**config.mk**
```make
export PLATFORM = sky130hd
export DESIGN_NAME = key_schedule
export DESIGN_NICKNAME = d
export VERILOG_FILES = /design/src/rtl/key_schedule_pkg.sv /design/src/rtl/sbox.sv /design/src/rtl/key_schedule.sv
export SDC_FILE = /design/constraint.sdc
export NUM_CORES = 2
export LEC_CHECK = 0
export CORE_ASPECT_RATIO = 1.25
export CORE_MARGIN = 5
export CORE_UTILIZATION = 65
export DETAILED_ROUTE_END_ITERATION = 10
export GPL_TIMING_DRIVEN = 0
export PLACE_DENSITY = 0.85
export SKIP_CTS_REPAIR_TIMING = 1
export SLEW_MARGIN = 30
export SYNTH_ARGS = -nofsm -noshare
export SYNTH_HDL_FRONTEND = slang
export SYNTH_SLANG_ARGS = --single-unit
```
**constraint.sdc**
```tcl
create_clock -name clock -period 11.2 [get_ports clock]
set_clock_uncertainty 0.15 [all_clocks]
set_input_delay 1.68 -clock clock [delete_from_list [all_inputs] [get_ports clock]]
set_output_delay 1.68 -clock clock [all_outputs]
set_load 0.05 [all_outputs]
```
**src/rtl/key_schedule_pkg.sv**
```systemverilog
// Shared AES-128 constants, types and the round-constant table used by the
// key schedule and the encryption datapath.
package key_schedule_pkg;

    localparam int         ROUNDS     = 10;
    localparam int         KEY_BITS   = 128;
    localparam logic [3:0] LAST_ROUND = 4'd10;

    typedef logic [0:KEY_BITS-1] round_key_t;

    typedef enum logic [1:0] {
        IDLE,
        EXPAND,
        DONE
    } ks_state_t;

    // Round constant byte for rounds 1..10; it lands in the MSB of the word.
    function automatic logic [7:0] rcon(input logic [3:0] round);
        case (round)
            4'd1:    rcon = 8'h01;
            4'd2:    rcon = 8'h02;
            4'd3:    rcon = 8'h04;
            4'd4:    rcon = 8'h08;
            4'd5:    rcon = 8'h10;
            4'd6:    rcon = 8'h20;
            4'd7:    rcon = 8'h40;
            4'd8:    rcon = 8'h80;
            4'd9:    rcon = 8'h1b;
            4'd10:   rcon = 8'h36;
            default: rcon = 8'h00;
        endcase
    endfunction

endpackage

```
**src/rtl/sbox.sv**
```systemverilog
// Combinational AES forward S-box, one byte in and one byte out.
module sbox (
    input  logic [7:0] value,
    output logic [7:0] subst
);

    localparam logic [7:0] SBOX [256] = '{
        8'h63, 8'h7c, 8'h77, 8'h7b, 8'hf2, 8'h6b, 8'h6f, 8'hc5, 8'h30, 8'h01, 8'h67, 8'h2b, 8'hfe, 8'hd7, 8'hab, 8'h76,
        8'hca, 8'h82, 8'hc9, 8'h7d, 8'hfa, 8'h59, 8'h47, 8'hf0, 8'had, 8'hd4, 8'ha2, 8'haf, 8'h9c, 8'ha4, 8'h72, 8'hc0,
        8'hb7, 8'hfd, 8'h93, 8'h26, 8'h36, 8'h3f, 8'hf7, 8'hcc, 8'h34, 8'ha5, 8'he5, 8'hf1, 8'h71, 8'hd8, 8'h31, 8'h15,
        8'h04, 8'hc7, 8'h23, 8'hc3, 8'h18, 8'h96, 8'h05, 8'h9a, 8'h07, 8'h12, 8'h80, 8'he2, 8'heb, 8'h27, 8'hb2, 8'h75,
        8'h09, 8'h83, 8'h2c, 8'h1a, 8'h1b, 8'h6e, 8'h5a, 8'ha0, 8'h52, 8'h3b, 8'hd6, 8'hb3, 8'h29, 8'he3, 8'h2f, 8'h84,
        8'h53, 8'hd1, 8'h00, 8'hed, 8'h20, 8'hfc, 8'hb1, 8'h5b, 8'h6a, 8'hcb, 8'hbe, 8'h39, 8'h4a, 8'h4c, 8'h58, 8'hcf,
        8'hd0, 8'hef, 8'haa, 8'hfb, 8'h43, 8'h4d, 8'h33, 8'h85, 8'h45, 8'hf9, 8'h02, 8'h7f, 8'h50, 8'h3c, 8'h9f, 8'ha8,
        8'h51, 8'ha3, 8'h40, 8'h8f, 8'h92, 8'h9d, 8'h38, 8'hf5, 8'hbc, 8'hb6, 8'hda, 8'h21, 8'h10, 8'hff, 8'hf3, 8'hd2,
        8'hcd, 8'h0c, 8'h13, 8'hec, 8'h5f, 8'h97, 8'h44, 8'h17, 8'hc4, 8'ha7, 8'h7e, 8'h3d, 8'h64, 8'h5d, 8'h19, 8'h73,
        8'h60, 8'h81, 8'h4f, 8'hdc, 8'h22, 8'h2a, 8'h90, 8'h88, 8'h46, 8'hee, 8'hb8, 8'h14, 8'hde, 8'h5e, 8'h0b, 8'hdb,
        8'he0, 8'h32, 8'h3a, 8'h0a, 8'h49, 8'h06, 8'h24, 8'h5c, 8'hc2, 8'hd3, 8'hac, 8'h62, 8'h91, 8'h95, 8'he4, 8'h79,
        8'he7, 8'hc8, 8'h37, 8'h6d, 8'h8d, 8'hd5, 8'h4e, 8'ha9, 8'h6c, 8'h56, 8'hf4, 8'hea, 8'h65, 8'h7a, 8'hae, 8'h08,
        8'hba, 8'h78, 8'h25, 8'h2e, 8'h1c, 8'ha6, 8'hb4, 8'hc6, 8'he8, 8'hdd, 8'h74, 8'h1f, 8'h4b, 8'hbd, 8'h8b, 8'h8a,
        8'h70, 8'h3e, 8'hb5, 8'h66, 8'h48, 8'h03, 8'hf6, 8'h0e, 8'h61, 8'h35, 8'h57, 8'hb9, 8'h86, 8'hc1, 8'h1d, 8'h9e,
        8'he1, 8'hf8, 8'h98, 8'h11, 8'h69, 8'hd9, 8'h8e, 8'h94, 8'h9b, 8'h1e, 8'h87, 8'he9, 8'hce, 8'h55, 8'h28, 8'hdf,
        8'h8c, 8'ha1, 8'h89, 8'h0d, 8'hbf, 8'he6, 8'h42, 8'h68, 8'h41, 8'h99, 8'h2d, 8'h0f, 8'hb0, 8'h54, 8'hbb, 8'h16
    };

    assign subst = SBOX[value];

endmodule

```
**src/rtl/key_schedule.sv**
```systemverilog
// AES-128 key expansion: one round key per cycle into an 11-entry register
// table, streamed out as it is produced and randomly readable afterwards.
module key_schedule
    import key_schedule_pkg::*;
(
    input  logic             clock,
    input  logic             reset_n,
    input  logic             start,
    input  logic [0:127]     key,
    input  logic [3:0]       rd_round,
    output logic [0:127]     rd_key,
    output logic [0:127]     rk_out,
    output logic [3:0]       rk_round,
    output logic             rk_valid,
    output logic             busy,
    output logic             keys_ready
);

    ks_state_t  state, next_state;
    round_key_t rk_table [0:ROUNDS];
    round_key_t next_rk;
    logic [3:0] next_round;
    logic       accept_start;
    logic [31:0] p0, p1, p2, p3;
    logic [31:0] rot_word, sub_word;
    logic [31:0] w0, w1, w2, w3;

    // During EXPAND rk_out always mirrors table entry r-1, so it feeds the round logic.
    assign p0 = rk_out[0:31];
    assign p1 = rk_out[32:63];
    assign p2 = rk_out[64:95];
    assign p3 = rk_out[96:127];

    assign rot_word = {p3[23:0], p3[31:24]};

    for (genvar i = 0; i < 4; i++) begin : g_sbox
        sbox u_sbox (
            .value(rot_word[8*i +: 8]),
            .subst(sub_word[8*i +: 8])
        );
    end

    assign next_round = rk_round + 4'd1;
    assign w0         = p0 ^ sub_word ^ {rcon(next_round), 24'h000000};
    assign w1         = p1 ^ w0;
    assign w2         = p2 ^ w1;
    assign w3         = p3 ^ w2;
    assign next_rk    = {w0, w1, w2, w3};

    assign accept_start = start && (state != EXPAND);

    always_ff @(posedge clock or negedge reset_n) begin
        if (!reset_n) begin
            state <= IDLE;
        end else begin
            state <= next_state;
        end
    end

    always_comb begin
        next_state = state;
        case (state)
            IDLE, DONE: if (start) next_state = EXPAND;
            EXPAND:     if (rk_round == LAST_ROUND) next_state = DONE;
            default:    next_state = IDLE;
        endcase
    end

    // Status flags follow the registered state, so they change on the same edges.
    assign busy       = (state == EXPAND);
    assign rk_valid   = (state == EXPAND);
    assign keys_ready = (state == DONE);

    always_ff @(posedge clock or negedge reset_n) begin
        if (!reset_n) begin
            rd_key   <= '0;
            rk_out   <= '0;
            rk_round <= '0;
            for (int i = 0; i <= ROUNDS; i++) begin
                rk_table[i] <= '0;
            end
        end else begin
            rd_key <= (rd_round <= LAST_ROUND) ? rk_table[rd_round] : '0;
            if (accept_start) begin
                rk_table[0] <= key;
                rk_out      <= key;
                rk_round    <= '0;
            end else if (state == EXPAND && rk_round != LAST_ROUND) begin
                rk_table[next_round] <= next_rk;
                rk_out               <= next_rk;
                rk_round             <= next_round;
            end
        end
    end

endmodule

```
==> flow_summary.yaml, run 1 <==
clock_tree:
  root_buffer: "clkbuf_16"
  cts_made_buffers: 156
  cts_sinks: 1670
  cts_max_path_buffers: 3
  cts_htree_levels: 4
global_routing:
  antenna_found_initial: 137
  overflow: 223
  grtUsageTotal_pct: 82.9
  grt_start_max_net_pins: 144
yosys:
  ys_seq_elements: 1670
  syn_nets: 9256
  async_flop_share_pct: 100
  netlist_instances: 9059
  netlist.area_leader.share_pct: 47.6
  netlist.top_cell.by_area: "dfrtp_1"
  ys_seq_area_share_pct: 47.6
  synth_area_leaders: "dfrtp_1 48%, o21ai_0 8.6%, mux4_2 7.4%"
  synth-main-ff-cell: "dfrtp_1"
  syn_area_um2: 87700
  yosysUniqueCellTypes: 111
  synth_edf_count: 0
  yosysWarningCount: 0
  avgSynthCellArea_um2: 9.69
placement:
  dp_cells: 11200
  io_buffers: 395
  hpwl_mm: 318
  gp_congestion: 1.29
run_status:
  stop_error: "[ERROR GRT-0232] Routing congestion too high. Check the congestion heatmap in the GUI."
  status: "aborted with a tool error"
  failing_step: "global routing"
floorplanning:
  core.rowCount: 150
  fp.dieH_um: 421
  io_pins: 398
  dieWidth_um: 339
  initial_core_util_pct: 65.5
## cells in the mapped netlist (31+ instances only)
master	instances
dfrtp_1	1670
nand2_1	1590
o21ai_0	1515
clkbuf_1	676
a21oi_1	319
mux2i_1	292
nor2_1	290
mux4_2	287
a22oi_1	151
o22ai_1	148
nor3_1	146
buf_2	130
nor2b_1	107
nand2b_1	104
nand3_1	99
xnor2_1	99
o21ai_1	95
o211ai_1	86
buf_1	79
ha_1	62
a221o_1	59
a31oi_1	57
or3_1	57
inv_1	49
o311ai_0	46
xor2_1	42
and2_1	40
a21o_1	37
buf_4	37
a221oi_1	33
a211oi_1	32
a311oi_1	31
nor3b_1	31
## cells by family after synthesis
| group | share of synthesized area, % |
|---|---|
| xor gates and xnor gates | 2.51 |
| AOI/OAI and AO/OA | 20.0 |
| adders and majority gates | 0.884 |
| buffers and inverters | 4.78 |
| muxes | 11.1 |
| and+or+nand+nor | 13.1 |
| DFF | 47.6 |
## stage by stage
step | instance area [µm²] | util, % | hold WS [ps] | worst slack (ps)
3_3_place_gp | 93900 | 70.1 | 305 | -62450
2_1_floorplan | 87700 | - | 295 | 6730
3_5_place_dp | 95200 | 71.1 | 315 | 3830
4_1_cts | 101000 | 75.2 | 329 | 3750
## layer usage
metal / GRT overflow / global-route usage, %
met2: 88 / 93.9
met1: 21 / 79.9
met4: 100 / 83.8
met3: 11 / 75.7
met5: 3 / 58.7
==> inputs of run 2 (changes only) <==
CORE_ASPECT_RATIO = unset   (was 1.25)
CORE_UTILIZATION = 40   (was 65)
PLACE_DENSITY = unset   (was 0.85)
PLACE_DENSITY_LB_ADDON = 0.15   (was unset)
==> flow_summary.yaml, run 2 <==
run_status:
  status: "complete, no violations"
route:
  wl_mm: 471
  route.detailed.drc: 0
  vias: 83200
  dr.pass1.iters: 8
  ant_nets: 0
  drtIter0Drc: 12200
  drt-vias-per-instance: 6.53
  wl_per_cell_um: 37.0
clock_tree:
  cts_htree_levels: 4
  cts_max_path_buffers: 3
  clock_latency_ps: 880
  cts_made_buffers: 185
  cts_sinks: 1670
  root_buffer: "clkbuf_16"
  cts_tree: "done"
  clk_pin_slew_ps: 60
yosys:
  yosysUniqueCellTypes: 111
  async_flop_share_pct: 100
  synth_edf_count: 0
  synth_top_family_by_area: "compound AO/OA/AOI/OAI gates"
  synth-main-ff-cell: "dfrtp_1"
  syn_nets: 9256
  synth-simple-area-share_pct: 13.1
  yosysWarningCount: 0
  ys_seq_elements: 1670
  synth_compound_area_share_pct: 20.0
  ys_seq_area_share_pct: 47.6
  avgSynthCellArea_um2: 9.69
  synth-xor-area-share_pct: 2.51
  synth_common_cells: "1670 x dfrtp_1, 1590 x nand2_1, 1515 x o21ai_0, 676 x clkbuf_1, 319 x a21oi_1"
  synth_area_leaders: "dfrtp_1 48%, o21ai_0 8.6%, mux4_2 7.4%"
  netlist.area_leader.share_pct: 47.6
  synthMostInstantiatedCell: "dfrtp_1"
  netlist.top_cell.by_area: "dfrtp_1"
  synthMuxAreaShare_pct: 11.1
  synth_adder_area_share_pct: 0.884
  netlist_instances: 9059
  syn_area_um2: 87700
floorplanning:
  initial_core_util_pct: 40.1
  io_pins: 398
  core_um2: 219000
  dieWidth_um: 478
  die_area_um2: 229000
  core.rowCount: 172
  fp.dieH_um: 478
sta:
  rsz0062_at_grt: "false"
  finalCritPeriodShare_pct: 72.7
  setup_viol: 0
  fmax_mhz: 123
  slew_headroom_pct: 17.9
  final_hold_viol_count: 0
  tightest_slew_ps: 1220
  fin_setup_tns_ps: 0
  layout_min_cycle_time_ps: 8140
  drv_slew: 0
placement:
  gp_congestion: 1.03
  io_buffers: 395
  hpwl_mm: 350
critical_path:
  end_kind: "flip-flop"
  critPathKind: "flip-flop to flip-flop"
  critPathMaxFanout: 11
  cp_data_required_time_ps: 11760
  cp.arrival_ps: 8700
  cp-start-kind: "flip-flop"
final_layout:
  largest_register_ff_count: 1408
  syn_to_final_growth_pct: 17.5
  n_fill_cell: 20900
  drive_gt1_share_pct: 10.9
  final_cell_mix: "1670 x dfrtp_1, 1590 x nand2_1, 1513 x o21ai_0, 641 x clkbuf_1, 394 x clkdlybuf4s50_1"
  regMostFlops: "rk_table"
  final_common_cell: "dfrtp_1"
  num-nets-final: 9880
  top_regs: "rk_table x1408, rd_key x128, rk_out x128"
global_routing:
  overflow: 0
  grt_pass1_wl_mm: 649
  grt_pass1_vias: 80400
  antenna_found_initial: 42
  grtUsageTotal_pct: 40.0
  grt_start_max_net_pins: 135
run:
  drv_cap: 0
hold_path:
  holdCritPathClass: "flip-flop to flip-flop"
run 2: cell type report:
| type | instances | area, µm² | area share [%] |
|---|---|---|---|
| Tap cell | 2871 | 3590 | 3.48 |
| Multi-Input combinational cell | 6384 | 42000 | 40.7 |
| Clock inverter | 69 | 1060 | 1.03 |
| Inverter | 63 | 236 | 0.229 |
| Buffer | 942 | 4100 | 3.98 |
| Sequential cell | 1670 | 41800 | 40.5 |
| Clock buffer | 270 | 5380 | 5.22 |
| Timing Repair Buffer | 437 | 4930 | 4.78 |
| Antenna cell | 33 | 82.6 | 0.0801 |
run 2: cells by family (layout without fill, tap and decap cells):
logic type / after synthesis / after routing
AOI/OAI and AO/OA: 2913 / 2913
and+or+nand+nor: 2611 / 2611
DFF: 1670 / 1670
buffers and inverters: 1005 / 1781
muxes: 607 / 607
xor gates and xnor gates: 191 / 191
adders and majority gates: 62 / 62
other: 0 / 33
run 2: metrics by stage:
step	instances	instance area (µm²)	worst slack, ps	hold slack, ps	util [%]
floorplan	9059	87700	6730	295	-
global placement	12300	95300	-68230	306	43.5
detailed placement	12400	96600	3470	315	44.1
CTS	12700	103000	3460	328	47.0
global route	12700	103000	3040	343	47.1
finish	12700	103000	3060	323	47.1
run 2: final timing paths:
path / startpoint / endpoint / slack, ps / cells after the start
setup / recovery: rk_out[127] / rk_table[584] / 3060 / 17
setup reg to reg: rk_out[127] / rk_table[584] / 3060 / 17
max in group asynchronous: reset_n / rk_table[297] / 7530 / 5
hold reg to reg: rk_table[612] / rk_table[612] / 320 / 2
hold / removal: rk_table[612] / rk_table[612] / 320 / 2
min in group asynchronous: reset_n / rk_table[750] / 550 / 1
run 2: worst max-delay path: stages, from the launching register on:
cell,delay [ps]
dfrtp_1,710
buf_2,430
buf_2,390
buf_2,570
inv_1,380
ha_1,420
clkbuf_1,560
clkbuf_1,560
nand2b_1,230
nand3_1,140
o311ai_0,150
o211ai_1,170
a31oi_1,140
a21oi_1,840
buf_2,470
xor2_2,730
clkbuf_1,650
o21ai_0,230
run 2: layer usage:
layer  vias up  global-route usage [%]  wire [µm]
li1      33900                       -          -
met2      5696                    56.6     195000
met5         -                  0.0210         34
met3      1489                    11.7      52300
met4         6                    30.9      45200
met1     42200                    51.3     179000
Power of run 2 is left out: the tool's default activity adds up to more than one toggle a clock period on the data nets, which glitch-free logic cannot reach.
